===== src/rtl/writeback_arbiter_l4_pkg.sv =====
// -----------------------------------------------------------------------------
// WbPkg : shared types and constants for the L4 writeback arbiter.
// t_x__w_msg carries one execute result (X__W message). The sequence-number
// field is sized by WB_MAX_SEQ_BITS; narrower configurations zero-extend
// into it and truncate on the way out.
// -----------------------------------------------------------------------------
package WbPkg;

  // Widest sequence number any instance may carry.
  localparam int WB_MAX_SEQ_BITS = 32;

  // Architectural zero register; writes to it never reach the register file.
  localparam logic [4:0] WB_ZERO_REG = 5'd0;

  typedef struct packed {
    logic [31:0]                pc;
    logic [WB_MAX_SEQ_BITS-1:0] seq_num;
    logic [4:0]                 waddr;
    logic [31:0]                wdata;
    logic                       wen;
  } t_x__w_msg;

  // True when the message performs a real register-file write.
  function automatic logic wb_is_reg_write(input t_x__w_msg msg);
    return msg.wen && (msg.waddr != WB_ZERO_REG);
  endfunction

endpackage


===== src/rtl/writeback_arbiter_l4_rr_arbiter.sv =====
// -----------------------------------------------------------------------------
// rr_arbiter : round-robin arbiter with an internal priority pointer.
// Grants the first requester found searching circularly from the pointer.
// When a grant is issued the pointer moves to one past the granted index,
// wrapping to 0 after p_width-1. en = 0 suppresses every grant.
// -----------------------------------------------------------------------------
module rr_arbiter #(
  parameter int p_width = 3
) (
  input  logic               clk,
  input  logic               rst,
  input  logic [p_width-1:0] req,
  input  logic               en,
  output logic [p_width-1:0] gr
);

  localparam int PW = (p_width > 1) ? $clog2(p_width) : 1;
  localparam logic [PW:0] LP_WIDTH = (PW+1)'(p_width);

  logic [PW-1:0] r_ptr;
  logic [PW-1:0] w_ptr_nxt;
  logic          w_any;
  logic [PW:0]   w_pos;
  logic [PW:0]   w_after;

  // Circular priority search starting at the pointer; records the next pointer.
  always_comb begin
    // NOTE: every combinational output gets a default before any branch, so
    // no path leaves a signal unassigned and no latch is inferred.
    gr        = '0;
    w_any     = 1'b0;
    w_ptr_nxt = r_ptr;
    w_pos     = '0;
    w_after   = '0;
    for (int k = 0; k < p_width; k++) begin
      w_pos = {1'b0, r_ptr} + (PW+1)'(k);
      if (w_pos >= LP_WIDTH) begin
        w_pos = w_pos - LP_WIDTH;
      end
      if (en && !w_any && req[w_pos[PW-1:0]]) begin
        gr[w_pos[PW-1:0]] = 1'b1;
        w_any             = 1'b1;
        w_after           = w_pos + 1'b1;
        if (w_after == LP_WIDTH) begin
          w_after = '0;
        end
        w_ptr_nxt = w_after[PW-1:0];
      end
    end
  end

  // Priority pointer: back to 0 on reset, advances only on a grant.
  always_ff @(posedge clk) begin
    // NOTE: state registers use non-blocking assignments so every flop
    // samples pre-edge values regardless of block evaluation order.
    if (rst) begin
      r_ptr <= '0;
    end else if (w_any) begin
      r_ptr <= w_ptr_nxt;
    end
  end

endmodule


===== src/rtl/writeback_arbiter_l4.sv =====
// -----------------------------------------------------------------------------
// writeback_arbiter_l4 : L4 writeback stage.
// Selects one X__W message per cycle from p_num_pipes execute pipes using
// round-robin arbitration, registers it for exactly one cycle, and drives the
// register-file write port and a one-cycle commit notification.
// The output register drains every cycle, so any grant is a transfer.
//
// Optional feature, macro WB_ARB_FWD_EN: adds fwd_val/fwd_waddr/fwd_wdata,
// driven combinationally from the granted input so decode can bypass one
// cycle earlier. Without the macro these ports and their logic do not exist.
// -----------------------------------------------------------------------------
module writeback_arbiter_l4
  import WbPkg::*;
#(
  parameter int p_num_pipes    = 3,
  parameter int p_seq_num_bits = 5
) (
  input  logic                                  clk,
  input  logic                                  rst,
  input  logic [p_num_pipes-1:0]                x_val,
  output logic [p_num_pipes-1:0]                x_rdy,
  input  logic [32*p_num_pipes-1:0]             x_pc,
  input  logic [p_seq_num_bits*p_num_pipes-1:0] x_seq_num,
  input  logic [5*p_num_pipes-1:0]              x_waddr,
  input  logic [32*p_num_pipes-1:0]             x_wdata,
  input  logic [p_num_pipes-1:0]                x_wen,
  output logic                                  rf_wen,
  output logic [4:0]                            rf_waddr,
  output logic [31:0]                           rf_wdata,
  output logic                                  commit_val,
  output logic [31:0]                           commit_pc,
  output logic [p_seq_num_bits-1:0]             commit_seq_num
`ifdef WB_ARB_FWD_EN
  ,
  output logic                                  fwd_val,
  output logic [4:0]                            fwd_waddr,
  output logic [31:0]                           fwd_wdata
`endif
);

  logic [p_num_pipes-1:0] w_gr;
  logic                   w_xfer;
  t_x__w_msg              w_sel;
  logic                   w_out_val;

  logic                   r_wb_val;
  t_x__w_msg              r_msg;

  // Arbitration is disabled while reset is asserted, which keeps x_rdy at 0.
  rr_arbiter #(
    .p_width (p_num_pipes)
  ) u_rr_arbiter (
    .clk (clk),
    .rst (rst),
    .req (x_val),
    .en  (~rst),
    .gr  (w_gr)
  );

  assign x_rdy  = w_gr;
  assign w_xfer = |w_gr;

  // One-hot mux of the granted pipe's fields; all-zero when nothing is granted.
  always_comb begin
    w_sel = '0;
    for (int i = 0; i < p_num_pipes; i++) begin
      if (w_gr[i]) begin
        w_sel.pc      = x_pc[32*i +: 32];
        w_sel.seq_num = WB_MAX_SEQ_BITS'(x_seq_num[p_seq_num_bits*i +: p_seq_num_bits]);
        w_sel.waddr   = x_waddr[5*i +: 5];
        w_sel.wdata   = x_wdata[32*i +: 32];
        w_sel.wen     = x_wen[i];
      end
    end
  end

  // Output register: loads the granted message, otherwise clears to zero.
  always_ff @(posedge clk) begin
    // NOTE: the data fields are reset as well as the valid bit, because the
    // outputs must never expose stale contents after reset or an idle cycle.
    if (rst) begin
      r_wb_val <= 1'b0;
      r_msg    <= '0;
    end else begin
      r_wb_val <= w_xfer;
      r_msg    <= w_sel;
    end
  end

  // An in-flight message is dropped if reset arrives while it is presented.
  assign w_out_val = r_wb_val & ~rst;

  assign commit_val     = w_out_val;
  assign commit_pc      = w_out_val ? r_msg.pc : 32'd0;
  assign commit_seq_num = w_out_val ? p_seq_num_bits'(r_msg.seq_num) : '0;
  assign rf_wen         = w_out_val & wb_is_reg_write(r_msg);
  assign rf_waddr       = w_out_val ? r_msg.waddr : 5'd0;
  assign rf_wdata       = w_out_val ? r_msg.wdata : 32'd0;

`ifdef WB_ARB_FWD_EN
  // Early bypass of the result being accepted this cycle.
  assign fwd_val   = w_xfer & wb_is_reg_write(w_sel);
  assign fwd_waddr = w_sel.waddr;
  assign fwd_wdata = w_sel.wdata;
`endif

endmodule


===== config.mk =====
export PLATFORM = sky130hd
export DESIGN_NAME = writeback_arbiter_l4
export DESIGN_NICKNAME = d
export VERILOG_FILES = /design/src/rtl/writeback_arbiter_l4_pkg.sv /design/src/rtl/writeback_arbiter_l4_rr_arbiter.sv /design/src/rtl/writeback_arbiter_l4.sv
export SDC_FILE = /design/constraint.sdc
export NUM_CORES = 1
export LEC_CHECK = 0
export CAP_MARGIN = 5
export CORE_ASPECT_RATIO = 1.75
export CORE_MARGIN = 4
export CORE_UTILIZATION = 30
export CTS_BUF_LIST = sky130_fd_sc_hd__clkbuf_16
export CTS_CLUSTER_SIZE = 8
export DETAILED_ROUTE_END_ITERATION = 8
export HOLD_SLACK_MARGIN = 0.05
export PLACE_DENSITY_LB_ADDON = 0.08
export SYNTH_ARGS = -nofsm -noshare
export SYNTH_HDL_FRONTEND = slang
export SYNTH_SLANG_ARGS = --single-unit

===== constraint.sdc =====
create_clock -name clk -period 2.9 [get_ports clk]
set_input_delay 0.435 -clock clk [delete_from_list [all_inputs] [get_ports clk]]
set_output_delay 0.435 -clock clk [all_outputs]
set_load 0.02 [all_outputs]

# [After elaboration in Yosys (flattened, before gate mapping)]
# Cells that the tools add are included.
[word_totals] output_inout_bits=79 wordCells=81 reg_bits=78 in_bits=230
[classes] bitwise=5 eq_ne=3 mux=34 reduce_logical=15 order_cmp=9 n_addsub=8
[ops] operator="$mux W102" n=3
[ops] operator="$mux W32" n=2
[ops] operator="$mux W3" n=6
[ops] operator="$mux W2" n=6
[ops] operator="$mux W5" n=2
[ops] operator="$add A3 B1 Y3 const B" n=3
[ops] operator="$eq A3 B2 Y1 const B" n=3
[ops] operator="$logic_and A1 B1 Y1" n=9
[ops] operator="$lt A2 B3 Y1 const B" n=3
[ops] operator="$mux W1" n=9
[ops] operator="$bmux W1 S2" n=3
[ops] operator="$demux W1 S2" n=3
[ops] operator="$ge A2 B1 Y1 const B" n=3
[ops] operator="$ge A3 B2 Y1 const B" n=2
[ops] operator="$or A3 B3 Y3" n=2
[ops] operator="$sub A3 B2 Y3 const B" n=2
[ops] operator="$reduce_bool A5 Y1" n=1
[ops] operator="$add A2 B1 Y3 const B" n=1
[ops] operator="$add A2 B2 Y3 const B" n=1
[ops] operator="$reduce_bool A3 Y1" n=1
[ops] operator="$reduce_or A3 Y1" n=1
[ops] operator="$sub A2 B2 Y3 const B" n=1
[ops] operator="$and A1 B1 Y1" n=2
[ops] operator="$ge A2 B2 Y1 const B" n=1
[ops] operator="other kinds (3)" n=4

# [Logic depth before layout (Yosys ltp)]
# Gate-level depths: netlist of run 1.
[depth] depth_word=17 depth_mapped=11 ltp_nobuf=9

# [Hierarchy]
# From an unflattened synthesis of run 1, not the netlist that was laid out.
[unflattened] cells_unflattened=568 area_unflattened_um2=5439.0
[modules_own_cells] module="writeback_arbiter_l4" cells_each=514 n_inst=1 seq_area_each_um2=1521.5 area_each_um2=5014.8
[modules_own_cells] module="rr_arbiter" cells_each=54 n_inst=1 seq_area_each_um2=40.0 area_each_um2=424.2

# [Worst setup path after synthesis of run 1]
# Ideal clock, no wire load.
[synth_path] path_type="reg2out" from="reg u_rr_arbiter.r_ptr[0]" to="out x_rdy[1]" path_buffers=1 stages_incl_launch_ff=8 required_ps=2465 setup_slack_ps=646 arrival_time_ps=1819 cell_sequence="dfxtp_1 inv_1 ha_1 mux2i_1 o21ai_1 nor4_2 nand3b_4 buf_2"
[synth_between] elab_chain_cells=14 word_cells_on_any_way=46 classes_between="add/sub: 5; order compare: 9; mux: 20; bitwise: 2; reduce/logical: 10"
[synth_lines] element="start: declaration" line_no="writeback_arbiter_l4_rr_arbiter.sv:20" text="logic [PW-1:0] r_ptr;"
[synth_lines] element="start signal: assignment" line_no="writeback_arbiter_l4_rr_arbiter.sv:59" text="r_ptr <= w_ptr_nxt;"
[synth_lines] element="branches (longest 13 deep; another with $add A2 B1 Y3)"
[synth_lines] element="$mux W3 (*)" line_no="writeback_arbiter_l4_rr_arbiter.sv:40" text="if (en && !w_any && req[w_pos[PW-1:0]]) begin"
[synth_lines] element="end: declaration" line_no="writeback_arbiter_l4.sv:21" text="output logic [p_num_pipes-1:0] x_rdy,"
# Mark *: on every way between the ends. The select of a mux whose other input is x is not followed.

# [Worst setup path after layout of run 1]
[layout_path] from="in rst" to="out commit_pc[14]"
[layout_between] elab_chain_cells=3
[layout_lines] element="start: declaration" line_no="writeback_arbiter_l4.sv:19" text="input logic rst,"
[layout_lines] element="$not A1 Y1" line_no="writeback_arbiter_l4.sv:91" text="assign w_out_val = r_wb_val & ~rst;"
[layout_lines] element="$and A1 B1 Y1" line_no="writeback_arbiter_l4.sv:91"
[layout_lines] element="$mux W32" line_no="writeback_arbiter_l4.sv:94" text="assign commit_pc = w_out_val ? r_msg.pc : 32'd0;"
[layout_lines] element="end: declaration" line_no="writeback_arbiter_l4.sv:31" text="output logic [31:0] commit_pc,"
# Every way passes these cells.

==> results.py, run 1 <==
metrics = {
    "drt": {
        "viasPerCell": 4.90,
        "finalWirelength_um": 16900,
        "remaining_drc_errors": 0,
        "ant_nets": 0,
        "topRoutingLayerUsed": "met4",
        "wl_met3_um": 1600,
        "wl_met1_um": 5760,
        "firstDrtPassIters": 4,
        "drt_iter0_drc": 145,
        "wl_met2_um": 9100,
        "routedWlPerCell_um": 17.7,
        "via_count": 4665,
    },
    "timing": {
        "fin_skew_ns": 0.00726,
        "min_period_over_period_pct": 95.8,
        "worstMarginPinSlew_ns": 0.838,
        "fmax_mhz": 360,
        "fin_tns_setup_ns": 0,
        "period_needed_ns": 2.78,
        "worst_slack_ns": 0.123,
        "maxSlewHeadroom_pct": 44.2,
        "setup_violations": 0,
        "final_max_slew_viol_count": 0,
        "final_hold_viol_count": 0,
    },
    "placement": {
        "place_congestion": 0.937,
        "preCtsSetupSlack_ns": -0.0814,
        "port_buffers": 308,
        "dp_cells": 938,
        "dp_hpwl_um": 12900,
    },
    "logic_synthesis": {
        "synth_top_area_share_pct": 37.9,
        "synth_seq_area_share_pct": 37.9,
        "synth_area_mm2": 0.00412,
        "yosysMostFrequentCell": "nor2_1",
        "syn-num-nets": 709,
        "yosys-top-cells-count": "nor2_1 (151), dfxtp_1 (78), and2_1 (75), a221oi_2 (38), a221oi_1 (37)",
        "yosysTopAreaCell": "dfxtp_1",
        "synthFlopType": "dfxtp_1",
        "ys_ff_latch": 78,
        "synth_async_sr_flop_share_pct": 0,
        "yosys_warnings": 0,
        "synth_edf_count": 0,
        "ys_top_cells_by_area": "dfxtp_1 (38%), a221oi_2 (14%), nor2_1 (14%)",
        "syn_area_per_cell_um2": 8.67,
        "syn_inst": 475,
        "synth_cell_types": 38,
    },
    "clocking": {
        "post_cts_buffers": 0,
        "cts-htree-levels": 3,
        "clkSlewWorstSetupHoldPaths_ns": 0.06,
        "cts_tree": "built",
        "ctsLongestPathBuffers": 2,
        "cts.sinks": 78,
        "clk_latency_ns": 0.33,
        "cts_buffers": 9,
        "root_buffer": "clkbuf_16",
    },
    "worst_setup_path": {
        "crit_path_end_kind": "output port",
        "regToRegEndpoint": "r_msg[36]",
        "critical_path_arrival_ns": 2.34,
        "rrSetupSlack_ns": 0.17,
        "cp-start-kind": "input pin",
        "reg2regPathDepth": 10,
        "rr_startpoint": "u_rr_arbiter.r_ptr[0]",
        "critPathKind": "in2out",
        "cp-startpoint": "rst",
        "crit_fanout": 42,
        "required_ns": 2.47,
    },
    "floorplan": {
        "io_pins": 309,
        "die_area_mm2": 0.0157,
        "die_height_um": 163,
        "row_count": 56,
        "coreArea_mm2": 0.0135,
        "start_util_pct": 30.6,
        "die_w_um": 96.6,
    },
    "power_and_ir_drop": {
        "powerDensity_mw_per_mm2": 684,
        "power_leakage_nw": 3.08,
        "max-vdd-ir-drop_uv": 411,
        "report.power.total_mw": 5.30,
    },
    "global_routing": {
        "grt_max_degree": 76,
        "grt_pass1_wl_um": 24800,
        "grtUsageTotal_pct": 20.5,
        "grt.overflow.total": 0,
        "antenna_found_initial": 0,
        "grt_pass1_vias": 4643,
    },
    "flow_run": {
        "drv_cap": 0,
    },
    "hold_path": {
        "hold_path_class": "reg2reg",
        "whs_endpoint": "u_rr_arbiter.r_ptr[0]",
        "holdPathStages": 4,
        "min_from": "u_rr_arbiter.r_ptr[0]",
    },
    "finish": {
        "post-route-util_pct": 57.6,
        "diodes": 0,
        "layout.cells.non_filler": 953,
        "fillCellCount": 1253,
        "layout-drive-gt1-share_pct": 11.0,
        "area_growth_pct": 88.1,
        "nets": 1009,
    },
    "status": {
        "status": "finished clean",
    },
}
[state kept, by name, summed over array words and instances (netlist names)]
signal	count
r_msg	75
r_wb_val	1
u_rr_arbiter.r_ptr	2
[worst max-delay path by stage]
stage / endpoint / slack (ns) / depth (start not counted)
after global routing: r_msg[36] / -0.0001 / 10
after global placement: x_rdy[1] / 0.04 / 6
final: commit_pc[14] / 0.12 / 6
after floorplan: x_rdy[1] / 0.65 / 7
after detailed placement: x_rdy[1] / -0.08 / 6
after CTS: x_rdy[1] / 0.02 / 7
[power by group]
| part | internal [mW] | leakage [nW] | total [mW] | switching, mW |
|---|---|---|---|---|
| clock network | 0.660 | 0.137 | 1.10 | 0.444 |
| registers | 1.43 | 0.645 | 1.51 | 0.0798 |
| logic | 1.29 | 2.30 | 2.69 | 1.40 |
| total | 3.38 | 3.08 | 5.30 | 1.92 |
[per-layer routing]
metal,track usage (%),up-vias
li1,-,2265
met3,5.67,30
met2,38.2,199
met4,6.70,0
met1,21.5,2171
met5,0,-
[final cells by class]
class / instances / area, µm² / area share (%)
sequential: 78 / 1560 / 20.1
clock inverter: 6 / 63.8 / 0.823
multi-input combinational: 349 / 2340 / 30.2
inverter: 8 / 31.3 / 0.404
timing repair buffer: 329 / 3310 / 42.7
clock buffer: 9 / 225 / 2.91
tap: 174 / 218 / 2.81
[what timing repair did]
action | CTS | global route
endpoints found under the setup margin | 3 | 62
resized for setup | 3 | 9
hold buffers | 0 | 0
gates cloned | 0 | 0
[layout by cell type (no fill, tap or decap), types with 2 or more instances in the layout]
| master | count |
|---|---|
| a21oi_1 | 2 |
| a221oi_1 | 37 |
| a221oi_2 | 38 |
| and2_1 | 75 |
| buf_12 | 6 |
| buf_4 | 14 |
| clkbuf_16 | 9 |
| clkbuf_2 | 2 |
| clkdlybuf4s50_1 | 304 |
| clkinv_2 | 3 |
| clkinvlp_4 | 2 |
| dfxtp_1 | 78 |
| ha_1 | 3 |
| inv_1 | 7 |
| mux2_1 | 2 |
| nand2_1 | 7 |
| nand3b_1 | 3 |
| nor2_1 | 151 |
| o211ai_1 | 3 |
| o21ai_0 | 2 |
| o21ai_1 | 2 |
| or3_1 | 3 |
[cells by family after synthesis]
logic type	after synthesis	synth area share [%]
multiplexers	4	1.03
flip-flops	78	37.9
AND/OR/NAND/NOR	247	28.5
adder cells (fa/ha/maj)	4	1.21
AO/OA/AOI/OAI	94	25.2
buffers and inverters	48	6.10
[stage by stage]
step	hold WS (ns)	instance area, µm²
4_1_cts	0.668	7740
3_5_place_dp	0.675	7460
6_report	0.688	7750
2_1_floorplan	0.504	4120
5_1_grt	0.683	7750
3_3_place_gp	0.640	7460
[worst max-delay path, cell delays in order]
cell and delay [ns]:
clkdlybuf4s50_1 0.53, buf_4 0.21, nor2b_4 0.17, buf_12 0.21
and2_1 0.14, clkdlybuf4s50_1 0.64
Note: power is estimated with default switching activity, not from simulation.
==> inputs of run 2 (changes only) <==
--- a/config.mk
+++ b/config.mk
@@ -9,7 +9,7 @@
 export CORE_ASPECT_RATIO = 1.75
 export CORE_MARGIN = 4
 export CORE_UTILIZATION = 30
-export CTS_BUF_LIST = sky130_fd_sc_hd__clkbuf_16
+export CTS_BUF_LIST = sky130_fd_sc_hd__clkbuf_2
 export CTS_CLUSTER_SIZE = 8
 export DETAILED_ROUTE_END_ITERATION = 8
 export HOLD_SLACK_MARGIN = 0.05
==> results.py, run 2 (synthesis results as in run 1) <==
metrics = {
    "status": {
        "status": "finished clean",
    },
    "power_and_ir_drop": {
        "max-vdd-ir-drop_uv": 418,
        "seqPwrFrac_pct": 31.2,
        "combPwrFrac_pct": 56.6,
        "internal-power_mw": 2.95,
        "clockPowerShare_pct": 12.2,
        "switchingPower_mw": 1.90,
        "power_leakage_nw": 3.02,
        "swShare_pct": 39.2,
        "powerDensity_mw_per_mm2": 635,
    },
    "timing": {
        "final_hold_viol_count": 0,
        "setup_violations": 0,
        "whs_ns": 0.447,
        "final_max_slew_viol_count": 0,
        "worstMarginPinSlew_ns": 0.844,
        "period_needed_ns": 2.79,
        "fin_skew_ns": 0.0214,
        "maxSlewHeadroom_pct": 43.7,
        "fmax_mhz": 358,
        "min_period_over_period_pct": 96.2,
        "grt_setup_unrepaired": "true",
    },
    "clocking": {
        "clkSlewWorstSetupHoldPaths_ns": 0.24,
        "cts-htree-levels": 3,
        "cts_buffers": 9,
        "cts_tree": "built",
        "ctsLongestPathBuffers": 2,
        "cts_hold_buf": 0,
        "clk_latency_ns": 0.52,
        "root_buffer": "clkbuf_2",
        "cts.sinks": 78,
    },
    "floorplan": {
        "row_count": 56,
        "die_height_um": 163,
        "io_pins": 309,
        "start_util_pct": 30.6,
        "coreArea_mm2": 0.0135,
        "die_area_mm2": 0.0157,
        "die_w_um": 96.6,
    },
    "flow_run": {
        "drv_cap": 0,
    },
    "worst_setup_path": {
        "cpMostUsedCell": "clkdlybuf4s50_1",
        "cp_cell_sequence": "clkdlybuf4s50_1, buf_4, nor2b_4, buf_12, and2_1, clkdlybuf4s50_1",
        "required_ns": 2.47,
        "crit_buf_inv": 4,
        "cp-start-kind": "input pin",
        "critPathKind": "in2out",
        "cp_slowest_cell": "clkdlybuf4s50_1",
        "crit_fanout": 42,
        "crit_path_end_kind": "output port",
        "crit_path_max_incr_delay_ns": 0.64,
        "critical_path_arrival_ns": 2.36,
        "crit_family": "buffers and inverters",
    },
    "global_routing": {
        "grt_max_degree": 76,
        "grt_pass1_vias": 4644,
        "grt_pass1_wl_um": 24700,
        "grt.overflow.total": 0,
        "antenna_found_initial": 1,
        "grtUsageTotal_pct": 20.4,
    },
    "finish": {
        "final_cell_mix": "clkdlybuf4s50_1 (304), nor2_1 (151), dfxtp_1 (76)",
        "regArea_mm2": 0.00157,
        "multiInputGateArea_mm2": 0.00239,
        "largest_register_ffs": 75,
        "area_growth_pct": 85.3,
        "largest-register": "r_msg",
        "final_common_cell": "clkdlybuf4s50_1",
        "layout.cells.non_filler": 956,
        "layout-drive-gt1-share_pct": 12.3,
        "reg.largest.list": "r_msg x75, u_rr_arbiter.r_ptr x2, r_wb_val x1",
        "fillCellCount": 1276,
        "nets": 1011,
        "post-route-util_pct": 56.7,
        "final_area_mm2": 0.00763,
    },
    "placement": {
        "port_buffers": 308,
        "place_congestion": 0.937,
        "dpl_cell_area_mm2": 0.00746,
        "dp_hpwl_um": 12900,
        "dp_cells": 938,
    },
    "drt": {
        "firstDrtPassIters": 4,
        "remaining_drc_errors": 0,
        "finalWirelength_um": 17000,
        "routedWlPerCell_um": 17.8,
        "via_count": 4681,
        "ant_nets": 0,
        "drt_iter0_drc": 145,
        "viasPerCell": 4.90,
    },
    "hold_path": {
        "hold_path_class": "in2reg",
    },
}
-- run 2: cell count changes in the layout (fill, tap and decap cells not counted), moves of 2 or more --
cell	delta
buf_4	+3
clkbuf_16	-9
clkbuf_2	+8
dfxtp_1	-2
ha_1	-2
ha_4	+2
-- run 2: metrics by stage --
stage          power, mW  setup slack (ns)  TNS [ns]
6_report            4.85             0.109         0
5_1_grt             5.21           -0.0403   -0.0557
4_1_cts             4.88            0.0257         0
3_5_place_dp        4.25           -0.0814    -0.276
3_3_place_gp        4.17            0.0421         0
2_1_floorplan       3.18             0.646         0
-- run 2: worst reg2reg max path, stage by stage (launching register included) --
cell and delay [ns]:
dfxtp_4 0.40, inv_1 0.08, ha_4 0.32, nand3b_1 0.13, a2bb2oi_2 0.18, or3_4 0.39
buf_4 0.15, a211oi_4 0.28, buf_4 0.37, a221oi_1 0.13, nor2_1 0.15
-- run 2: timing repair --
item	in CTS	in global routing
buffers inserted	1	1
endpoints found under the setup margin	3	5
hold endpoints to repair	0	0
resized for setup	17	10
cloned	0	0
pin swaps	1	2
-- run 2: layer usage --
metal / GRT usage (%) / share of wire [%] / up-vias
met3: 5.81 / 9.2 / 32
met2: 38.2 / 53 / 209
met5: 0 / 0 / -
met4: 7.09 / 2.8 / 0
met1: 21.0 / 34 / 2172
li1: - / - / 2268
-- run 2: area by class of cell --
class	instances	area share, %
clock buffers	9	0.590
inverters	8	0.410
clock inverters	6	0.836
diodes	1	0.0328
flip-flops and latches	78	20.5
multi-input cells	349	31.3
well taps	174	2.85
repair buffers	331	43.5
-- run 2: final timing paths --
| kind | start | to | slack [ns] | cells after the start |
|---|---|---|---|---|
| worst max-delay path | rst | commit_pc[14] | 0.11 | 6 |
| worst max register to register | u_rr_arbiter.r_ptr[0] | r_msg[36] | 0.25 | 10 |
| worst min register to register | u_rr_arbiter.r_ptr[0] | u_rr_arbiter.r_ptr[0] | 0.68 | 4 |
| worst min-delay path | x_pc[69] | r_msg[75] | 0.45 | 3 |
-- run 2: power by group through the flow --
stage          clock, mW  combinational, mW  sequential (mW)
3_5_place_dp           0               2.71             1.54
5_1_grt            0.660               3.00             1.55
6_report           0.592               2.74             1.51
4_1_cts            0.622               2.74             1.52
2_1_floorplan          0               1.68             1.50
3_3_place_gp           0               2.65             1.53
